--- src/rtl/stopwatch_digit_chain.sv ---
// Cascaded up/down digit counter for the stopwatch datapath.
// Digits alternate between EVEN_MOD and ODD_MOD; the default setup counts mm:ss.
module stopwatch_digit_chain #(
    parameter int NUM_DIGITS = 4,
    parameter int EVEN_MOD   = 10,
    parameter int ODD_MOD    = 6,
    parameter int SATURATE   = 0
) (
    input  logic                      clk,
    input  logic                      rst_n,
    input  logic                      en,
    input  logic                      up_dn,
    input  logic                      clear,
    input  logic                      load,
    input  logic [4*NUM_DIGITS-1:0]   load_val,
    output logic [4*NUM_DIGITS-1:0]   count,
    output logic                      wrap,
    output logic                      at_term
);

    logic [4*NUM_DIGITS-1:0] count_q, count_d;
    logic                    wrap_q, wrap_d;
    logic [NUM_DIGITS:0]     step;
    logic                    term;

    function automatic logic [3:0] digit_max(input int unsigned idx);
        return (idx % 2 == 0) ? 4'(EVEN_MOD - 1) : 4'(ODD_MOD - 1);
    endfunction

    // step[i] is set when every digit below i sits at its terminal value for
    // the current direction; step[NUM_DIGITS] therefore means the whole chain is terminal.
    always_comb begin
        step    = '0;
        step[0] = 1'b1;
        for (int unsigned i = 0; i < NUM_DIGITS; i++) begin
            step[i+1] = step[i] && (up_dn ? (count_q[4*i +: 4] == digit_max(i))
                                          : (count_q[4*i +: 4] == 4'd0));
        end
    end

    assign term = step[NUM_DIGITS];

    always_comb begin
        count_d = count_q;
        wrap_d  = 1'b0;
        if (clear) begin
            count_d = '0;
        end else if (load) begin
            for (int unsigned i = 0; i < NUM_DIGITS; i++) begin
                count_d[4*i +: 4] = (load_val[4*i +: 4] > digit_max(i)) ? digit_max(i)
                                                                         : load_val[4*i +: 4];
            end
        end else if (en && !(term && (SATURATE != 0))) begin
            wrap_d = term;
            for (int unsigned i = 0; i < NUM_DIGITS; i++) begin
                if (step[i]) begin
                    if (up_dn)
                        count_d[4*i +: 4] = (count_q[4*i +: 4] == digit_max(i)) ? 4'd0
                                                                                 : count_q[4*i +: 4] + 4'd1;
                    else
                        count_d[4*i +: 4] = (count_q[4*i +: 4] == 4'd0) ? digit_max(i)
                                                                        : count_q[4*i +: 4] - 4'd1;
                end
            end
        end
    end

    always_ff @(posedge clk or negedge rst_n) begin
        if (!rst_n) begin
            count_q <= '0;
            wrap_q  <= 1'b0;
        end else begin
            count_q <= count_d;
            wrap_q  <= wrap_d;
        end
    end

    assign count   = count_q;
    assign wrap    = wrap_q;
    assign at_term = term;

endmodule
--- config.mk ---
export PLATFORM = sky130hd
export DESIGN_NAME = stopwatch_digit_chain
export DESIGN_NICKNAME = d
export VERILOG_FILES = /design/src/rtl/stopwatch_digit_chain.sv
export SDC_FILE = /design/constraint.sdc
export NUM_CORES = 1
export LEC_CHECK = 0
export BUFFER_PORTS_ARGS = -buffer_cell sky130_fd_sc_hd__buf_2
export CORE_MARGIN = 2
export CORE_UTILIZATION = 53
export DETAILED_ROUTE_END_ITERATION = 12
export PLACE_DENSITY = 0.8
export SETUP_SLACK_MARGIN = 0.02
export SLEW_MARGIN = 10
export SYNTH_ARGS = -nofsm -noshare
export SYNTH_HDL_FRONTEND = slang
export SYNTH_SLANG_ARGS = --single-unit
--- constraint.sdc ---
create_clock -name clk -period 3.4 [get_ports clk]
set_input_delay 0.17 -clock clk [delete_from_list [all_inputs] [get_ports clk]]
set_output_delay 0.17 -clock clk [all_outputs]
set_load 0.02 [all_outputs]
==> results of run 1 <==
-- final cells by class --
| type | count | area, um^2 | share of cell area |
|---|---|---|---|
| Inverter | 10 | 37.5 | 0.0213 |
| Clock inverter | 1 | 5.00 | 0.00284 |
| Timing Repair Buffer | 40 | 205 | 0.117 |
| Clock buffer | 3 | 22.5 | 0.0128 |
| Tap cell | 31 | 38.8 | 0.0220 |
| Multi-Input combinational cell | 153 | 1030 | 0.583 |
| Sequential cell | 17 | 425 | 0.242 |
-- synthesized netlist by cell type (all sizes together) (7+ instances only) --
library cell	count
nand2	11
a21oi	10
o21ai	9
dfrtp	17
clkbuf	9
nor3	16
buf	7
nor2	15
ha	7
a211oi	7
inv	10
-- power by group --
group | total [mW] | switching, mW | internal, mW
clock network | 0.113 | 0.0696 | 0.0439
registers | 0.250 | 0.0344 | 0.215
logic | 0.181 | 0.104 | 0.0769
total | 0.544 | 0.208 | 0.336
-- registers in the layout (all words and copies together), names as in the netlist --
name   cells
count     16
wrap       1
-- cell families (layout without fill, tap and decap cells) --
kind of cell,count (synthesis),after routing,share of synthesized area
AO/OA/AOI/OAI,59,59,0.270
XOR/XNOR,3,3,0.0169
adder cells (fa/ha/maj),7,7,0.0564
buffers and inverters,26,54,0.0653
flip-flops,17,17,0.274
multiplexers,7,7,0.0459
AND/OR/NAND/NOR,77,77,0.272
-- worst max-delay path by stage --
| stage | end | slack, ns | cells past startpoint |
|---|---|---|---|
| finish | count[15] | 0.85 | 7 |
| global route | count[15] | 0.65 | 7 |
| floorplan | count[15] | 0.90 | 8 |
| global placement | count[15] | 0.94 | 7 |
| detailed placement | count[15] | 0.89 | 7 |
| CTS | count[15] | 0.86 | 7 |
-- metal layers --
layer / share of wire / wire, um
met4: 0.0043 / 16
met3: 0.071 / 264
met2: 0.45 / 1660
met5: 0 / 0
met1: 0.47 / 1750
-- repair_timing --
action,4_1_cts,5_1_grt
buffers inserted,0,0
hold endpoints to repair,17,0
hold buffers,1,0
-- worst max-delay path: stages, from the launching register on --
cell and delay [ns]:
dfrtp_1 0.49, inv_1 0.10, ha_1 0.22, or3b_1 0.38, a21o_1 0.21, or3_1 0.47
or4_1 0.53, nand3_1 0.09
==> flow_summary_export.csv, run 1 <==
group,metric,value,unit
sta,min_period_over_period,0.749,
synthesis,yosys.area.top_type,"dfrtp_1",
cts,ctsRootBufferMaster,"clkbuf_4",
synthesis,synth_cell_types,53,
cts,cts_tree,"built",
detailed_routing,wl_per_cell,14.5,um
setup_path,timing.rr.end,"count[15]",
floorplanning,rows,19,
sta,whs,0.133,ns
setup_path,ff2ff_setup_slack,0.85,ns
setup_path,cp.required,3.65,ns
global_route,overflow,0,
pwr,power.total,0.544,mW
worst_hold_path,hp-start,"load_val[5]",
worst_hold_path,hold_end,"count[5]",
sta,rsz0062_at_grt,"false",
finish,stdcell_count,255,
sta,skew,0.00814,ns
detailed_routing,drc,0,
pwr,p_leak,0.815,nW
place,pre_cts_ws,0.887,ns
global_route,grt_use_total,0.236,
detailed_routing,wl,3690,um
finish,finalInstanceArea,1760,um^2
finish,mostFrequentLayoutCells,"39 x buf_2, 17 x dfrtp_1, 16 x nor3_1",
detailed_routing,ant_nets,0,
place,place_congestion,0.811,
synthesis,synth_top_area_share,0.274,
sta,worst_slack,0.854,ns
sta,period_needed,2.55,ns
detailed_routing,vias_per_cell,6.12,
setup_path,r2r-start,"count[4]",
global_route,grt_max_degree,41,
setup_path,rr_worst_depth,7,
synthesis,syn_nets,225,
setup_path,cp-start-kind,"flop",
sta,relSlewSlack,0.557,
job,max_cap_viol_count,0,
finish,n_fill_cell,253,
finish,final_util,0.633,
synthesis,async_flop_share,1.00,
status,status,"finished clean",
global_route,grt.met2_usage,0.349,
place,place_area,1720,um^2
global_route,antenna_found_initial,0,
global_route,grt_pass1_vias,1363,
cts,cts_htree_levels,1,
sta,hold_viol_final,0,
finish,final_common_cell,"buf_2",
synthesis,ys_warn_count,0,
floorplanning,start_util,0.558,
floorplanning,die-area,3380,um^2
sta,tns,0,ns
synthesis,synth-edff-count,0,
pwr,ir_drop,0.334,mV
setup_path,startpoint,"count[4]",
pwr,powerDensity,309,nW/um^2
detailed_routing,dr.first_iter.drc_count,97,
setup_path,cp_max_fo,10,
place,dp.cells,250,
finish,layout-drive-gt1-share,0.214,
sta,fmax,393,MHz
synthesis,syn_inst,196,
cts,clkLatencyLatePin,0.30,ns
detailed_routing,drtPass1Iterations,4,
setup_path,end_kind,"flop",
sta,setup_viol,0,
sta,report.final.slew_viol_count,0,
place,dp_hpwl,2570,um
cts,cts_resized,0,
finish,final_nets,254,
synthesis,synth_ff_type,"dfrtp_1",
floorplanning,io_pins,40,
synthesis,synth.avg_cell_area,7.92,um^2
floorplanning,core-area,2780,um^2
floorplanning,die_w,58.1,um
floorplanning,die_h,58.1,um
global_route,grt_pass1_wl,6270,um
place,io_buffers,39,
global_route,gr-usage-met3,0.0491,
cts,clk_pin_slew_worst_paths,0.11,ns
detailed_routing,vias,1560,
worst_hold_path,min_path_cells,3,
synthesis,synth.area.top_cells,"dfrtp_1 27%, ha_1 5.6%, nor3_1 5.2%, mux2i_1 3.9%, nor2_1 3.6%",
cts,clk_path_buf_depth,2,
setup_path,arrival,2.79,ns
global_route,top_usage_layer,"met1",
finish,antenna_cells,0,
setup_path,crit_type,"flop to flop",
synthesis,ys_seq_area_frac,0.274,
global_route,grt_util_met1,0.360,
finish,area_delta_synth_final,13.4,%
sta,tightest_slew,0.665,ns
worst_hold_path,min-delay-path-class,"input port to flop",
cts,cts_sinks,17,
synthesis,synth_area,1550,um^2
cts,cts_inserted_buffers,3,
synthesis,ys_seq_elements,17,
Note: power is estimated with default switching activity, not from simulation.
==> run 2, diff against run 1 <==
--- a/config.mk
+++ b/config.mk
@@ -7,9 +7,9 @@
 export LEC_CHECK = 0
 export BUFFER_PORTS_ARGS = -buffer_cell sky130_fd_sc_hd__buf_2
 export CORE_MARGIN = 2
-export CORE_UTILIZATION = 53
+export CORE_UTILIZATION = 48
 export DETAILED_ROUTE_END_ITERATION = 12
-export PLACE_DENSITY = 0.8
+export PLACE_DENSITY = 0.76
 export SETUP_SLACK_MARGIN = 0.02
 export SLEW_MARGIN = 10
 export SYNTH_ARGS = -nofsm -noshare
==> constraint.sdc (replaced) <==
create_clock -name clk -period 2.1 [get_ports clk]
set_input_delay 0.105 -clock clk [delete_from_list [all_inputs] [get_ports clk]]
set_output_delay 0.105 -clock clk [all_outputs]
set_load 0.02 [all_outputs]
==> run 2 against run 1 <==
Against the previous run: cell count increased by 16%; largest cell class unchanged; largest power group is now combinational cells; highest routed layer unchanged; non-clock buffer count up 27; global-route usage rose by 0.45 points.
==> flow_summary_export.csv, run 2 (synthesis results as in run 1) <==
group,metric,value,unit
sta,min_period_over_period,0.989,
place,dp_hpwl,3080,um
pwr,clkPwrFrac,0.183,
finish,final_common_cell,"buf_2",
cts,cts_tree,"built",
finish,mostFrequentLayoutCells,"38 x buf_2, 26 x buf_4, 16 x nor3_1",
finish,final_nets,281,
floorplanning,start_util,0.509,
setup_path,startpoint,"count[0]",
setup_path,cp.required,2.31,ns
setup_path,end_kind,"flop",
sta,rsz0062_at_grt,"true",
setup_path,path_cells,"inv_2, ha_4, nor4b_4, o21ai_4, or3_4, buf_6, mux2i_1, a211oi_1",
detailed_routing,wl,4290,um
setup_path,critPathSlowestCell,"dfrtp_1",
floorplanning,die-area,3710,um^2
setup_path,cp_max_fo,4,
status,status,"finished clean",
detailed_routing,wl_met1,2000,um
global_route,grt_use_total,0.241,
cts,clk_pin_slew_worst_paths,0.10,ns
detailed_routing,wl_per_cell,14.5,um
sta,report.final.slew_viol_count,0,
sta,relSlewSlack,0.607,
detailed_routing,vias,1722,
pwr,p_comb_frac,0.430,
detailed_routing,ant_nets,0,
pwr,p_sw_frac,0.375,
sta,skew,0.00199,ns
detailed_routing,dr_wl_met2,2080,um
detailed_routing,drc,0,
sta,hold_viol_final,0,
setup_path,path_delay_family,"simple AND/OR/NAND/NOR gates",
pwr,ir_drop,0.353,mV
detailed_routing,wl_met3,168,um
setup_path,arrival,2.28,ns
cts,clk_path_buf_depth,2,
floorplanning,die_h,60.9,um
setup_path,r2r-start,"count[0]",
floorplanning,core-area,3050,um^2
worst_hold_path,hp-start,"load_val[5]",
pwr,p_switching,0.369,mW
setup_path,crit_type,"flop to flop",
setup_path,cp-start-kind,"flop",
sta,period_needed,2.08,ns
pwr,p_int,0.615,mW
finish,largest_reg_flops,16,
global_route,grt_max_degree,24,
global_route,overflow,0,
global_route,grt_pass1_vias,1457,
finish,antenna_cells,0,
floorplanning,rows,20,
sta,setup_viol,0,
sta,whs,0.0735,ns
sta,worst_slack,0.0226,ns
cts,clkLatencyLatePin,0.29,ns
setup_path,cpPeakStageDelay,0.44,ns
finish,final_util,0.685,
place,pre_cts_ws,-0.0128,ns
sta,fmax,481,MHz
place,io_buffers,39,
pwr,share_seq_of_total_power,0.387,
sta,tightest_slew,0.583,ns
job,max_cap_viol_count,0,
finish,layout-drive-gt1-share,0.363,
cts,ctsRootBufferMaster,"clkbuf_4",
cts,cts_htree_levels,1,
worst_hold_path,min-delay-path-class,"input port to flop",
place,place_congestion,0.830,
detailed_routing,dr.first_iter.drc_count,72,
pwr,powerDensity,471,nW/um^2
detailed_routing,top_layer,"met4",
cts,cts_sinks,17,
detailed_routing,drtPass1Iterations,4,
global_route,antenna_found_initial,0,
global_route,grt_pass1_wl,6620,um
finish,area_delta_synth_final,34.6,%
floorplanning,io_pins,40,
pwr,p_leak,0.960,nW
detailed_routing,vias_per_cell,5.84,
cts,cts_inserted_buffers,3,
floorplanning,die_w,60.9,um
setup_path,path_buf_inv,2,
-- run 2: changes by cell type in the layout (fill, tap and decap cells not counted), moves of 2 or more --
cell     previous run  this run
ha_1                7         4
dfrtp_2             0         2
inv_2               0         4
inv_1              10         6
dfrtp_1            17        15
buf_6               0         2
buf_4               0        26
ha_4                0         3
-- run 2: area by class of cell --
| type | count | area (um^2) |
|---|---|---|
| clock buffer | 4 | 26.3 |
| fill | 267 | 962 |
| inverter | 10 | 37.5 |
| multi-input combinational | 153 | 1130 |
| sequential | 17 | 428 |
| tap | 44 | 55.1 |
| timing repair buffer | 67 | 418 |
-- run 2: per-layer routing --
metal,up-vias,GRT usage
li1,846,-
met1,827,0.322
met2,45,0.402
met3,4,0.0405
met4,0,0.0652
met5,-,0
-- run 2: worst register-to-register path, cell delays in order, from the launching register on --
cell and delay [ns]:
dfrtp_1 0.44, inv_2 0.12, ha_4 0.14, nor4b_4 0.34
o21ai_4 0.10, or3_4 0.38, buf_6 0.13, mux2i_1 0.11
a211oi_1 0.24
-- run 2: worst paths after layout --
kind / end / slack (ns) / cells after the start
min: count[5] / 0.07 / 3
min reg2reg: count[11] / 0.60 / 1
max reg2reg: count[14] / 0.02 / 8
min in group asynchronous: count[7] / 0.26 / 2
max in group asynchronous: count[5] / 1.54 / 2
max: count[14] / 0.02 / 8
-- run 2: metrics by stage --
step | setup TNS (ns) | cell area [um^2] | power, mW | std cells
after detailed placement | -0.0128 | 1910 | 0.760 | 282
after CTS | 0 | 2010 | 0.963 | 291
after floorplan | -0.429 | 1590 | 0.621 | 196
after global routing | -0.224 | 2090 | 1.05 | 295
final | 0 | 2090 | 0.985 | 295
after global placement | 0 | 1910 | 0.751 | 282
-- run 2: what timing repair did --
action,CTS,global route
gates resized for setup,7,12
endpoints found under the hold margin,17,0
pin swaps,6,3
endpoints found under the setup margin,4,8
buffers inserted,4,4
hold buffers,1,0
-- run 2: power by group through the flow --
stage                     Combinational, mW  Clock [mW]  Sequential (mW)
after floorplan                       0.215           0            0.406
after global placement                0.367           0            0.385
after detailed placement              0.374           0            0.386
after CTS                             0.394       0.189            0.380
after global routing                  0.466       0.200            0.385
final                                 0.424       0.180            0.381
==> run 3, diff against run 2 <==
--- a/config.mk
+++ b/config.mk
@@ -5,11 +5,11 @@
 export SDC_FILE = /design/constraint.sdc
 export NUM_CORES = 1
 export LEC_CHECK = 0
-export BUFFER_PORTS_ARGS = -buffer_cell sky130_fd_sc_hd__buf_2
 export CORE_MARGIN = 2
-export CORE_UTILIZATION = 48
+export CORE_UTILIZATION = 55
 export DETAILED_ROUTE_END_ITERATION = 12
-export PLACE_DENSITY = 0.76
+export DONT_BUFFER_PORTS = 1
+export PLACE_DENSITY = 0.73
 export SETUP_SLACK_MARGIN = 0.02
 export SLEW_MARGIN = 10
 export SYNTH_ARGS = -nofsm -noshare
==> run 3 against run 2 <==
Against the previous run: the run now ends with hold timing, setup timing left; core utilization increased by 4.6 points; via count fell by 1.7%; final area shrank 5.3%; cell count decreased by 14%; wire length is 9.2% higher; critical path type unchanged; global-route usage is 4.0 points higher; hold slack got worse by 0.084 ns; die area decreased by 12%.
==> flow_summary_export.csv, run 3 (synthesis results as in run 1) <==
group,metric,value,unit
status,status,"complete, but fails checks",
status,failed_checks,"hold timing, setup timing",
global_route,grt_use_total,0.281,
detailed_routing,ant_nets,0,
floorplanning,rows,19,
finish,antenna_cells,0,
setup_path,cp-start-kind,"flop",
setup_path,ff2ff_setup_slack,-0.07,ns
sta,setup_viol,1,
finish,final_util,0.731,
place,dp.cells,231,
cts,cts_sinks,17,
floorplanning,die-area,3260,um^2
detailed_routing,vias_per_cell,6.67,
sta,min_period_over_period,1.03,
floorplanning,start_util,0.573,
setup_path,timing.rr.end,"count[15]",
place,io_buffers,0,
sta,worst_slack,-0.0714,ns
finish,area_delta_synth_final,27.6,%
cts,cts_htree_levels,1,
setup_path,cp_max_fo,5,
global_route,grt_pass1_vias,1585,
place,pre_cts_ws,-0.0802,ns
finish,n_fill_cell,199,
finish,final_nets,253,
setup_path,cp.required,2.35,ns
floorplanning,io_pins,40,
floorplanning,die_w,57.1,um
global_route,antenna_found_initial,0,
detailed_routing,wl,4680,um
detailed_routing,drtPass1Iterations,4,
cts,clkLatencyLatePin,0.31,ns
job,max_cap_viol_count,0,
finish,layout-drive-gt1-share,0.233,
detailed_routing,vias,1693,
cts,cts_tree,"built",
setup_path,path_cells,"inv_2, ha_4, or3b_4, a21o_1, or3_4, or4_4, nand3_2",
worst_hold_path,min-delay-path-class,"input port to flop",
finish,final_common_cell,"buf_4",
pwr,ir_drop,0.339,mV
finish,stdcell_count,254,
floorplanning,core-area,2710,um^2
sta,skew,0.00424,ns
floorplanning,die_h,57.1,um
cts,cts_inserted_buffers,3,
detailed_routing,dr.first_iter.drc_count,148,
sta,relSlewSlack,0.435,
worst_hold_path,hp-start,"load",
global_route,grt_max_degree,41,
finish,mostFrequentLayoutCells,"22 x buf_4, 16 x nor3_1, 15 x dfrtp_1",
setup_path,r2r-start,"count[5]",
cts,clk_path_buf_depth,2,
global_route,grt_pass1_wl,7230,um
worst_hold_path,hold_end,"count[3]",
setup_path,cpPeakStageDelay,0.43,ns
setup_path,critPathSlowestCell,"dfrtp_2",
pwr,powerDensity,482,nW/um^2
sta,fmax,461,MHz
place,place_congestion,0.856,
finish,seq_area,428,um^2
detailed_routing,drc,0,
finish,multiInputGateArea,1110,um^2
sta,hold_viol_final,3,
worst_hold_path,min_path_cells,2,
sta,period_needed,2.17,ns
global_route,overflow,0,
setup_path,rr_worst_depth,7,
sta,rsz0062_at_grt,"true",
finish,largest_reg_flops,16,
sta,whs,-0.0101,ns
place,dp_hpwl,2880,um
sta,report.final.slew_viol_count,0,
setup_path,end_kind,"flop",
sta,tightest_slew,0.844,ns
detailed_routing,wl_per_cell,18.4,um
setup_path,crit_type,"flop to flop",
setup_path,path_buf_inv,1,
setup_path,path_delay_family,"simple AND/OR/NAND/NOR gates",
pwr,power.total,0.955,mW
cts,ctsRootBufferMaster,"clkbuf_4",
setup_path,arrival,2.42,ns
pwr,p_leak,0.841,nW
cts,clk_pin_slew_worst_paths,0.11,ns
run 3: what timing repair did:
| item | 4_1_cts | 5_1_grt |
|---|---|---|
| hold buffers | 12 | 2 |
| endpoints found under the setup margin | 6 | 9 |
| buffers inserted | 2 | 3 |
| pin swaps | 3 | 4 |
| hold endpoints to repair | 29 | 2 |
| gates resized for setup | 3 | 15 |
run 3: where the power goes:
| group | internal [mW] | leakage [nW] | total (mW) | switching [mW] |
|---|---|---|---|---|
| Combinational | 0.175 | 0.604 | 0.380 | 0.205 |
| Clock | 0.0743 | 0.0150 | 0.195 | 0.121 |
| Sequential | 0.349 | 0.221 | 0.380 | 0.0303 |
run 3: cell type report:
cell class,count,area share
multi-input cells,153,0.561
flip-flops and latches,17,0.216
repair buffers,39,0.171
well taps,31,0.0196
inverters,10,0.0190
clock buffers,4,0.0133
run 3: layer usage:
| layer | track usage | share of wire | vias to the layer above |
|---|---|---|---|
| met5 | 0 | 0 | - |
| met4 | 0.136 | 0.035 | 0 |
| met3 | 0.0612 | 0.063 | 19 |
| met2 | 0.452 | 0.50 | 69 |
| met1 | 0.359 | 0.41 | 812 |
| li1 | - | - | 793 |
run 3: worst max path at each step:
stage                  start        end  slack [ns]  depth (start not counted)
detailed placement  count[5]  count[15]       -0.08                          7
global route        count[5]  count[15]       -0.11                          7
finish              count[5]  count[15]       -0.07                          7
global placement    count[5]  count[15]       -0.02                          7
CTS                 count[5]  count[15]       0.001                          7
floorplan           count[5]  count[15]       -0.21                          8
run 3: metrics by stage:
step	setup TNS, ns	area (um^2)
4_1_cts	0	1890
2_1_floorplan	-0.429	1590
3_3_place_gp	-0.0236	1710
3_5_place_dp	-0.0883	1710
6_report	-0.0714	1980
5_1_grt	-0.388	1980
run 3: worst reg2reg max path: stages, from the launching register on:
cell,delay [ns]
dfrtp_2,0.43
inv_2,0.09
ha_4,0.14
or3b_4,0.38
a21o_1,0.19
or3_4,0.37
or4_4,0.43
nand3_2,0.09
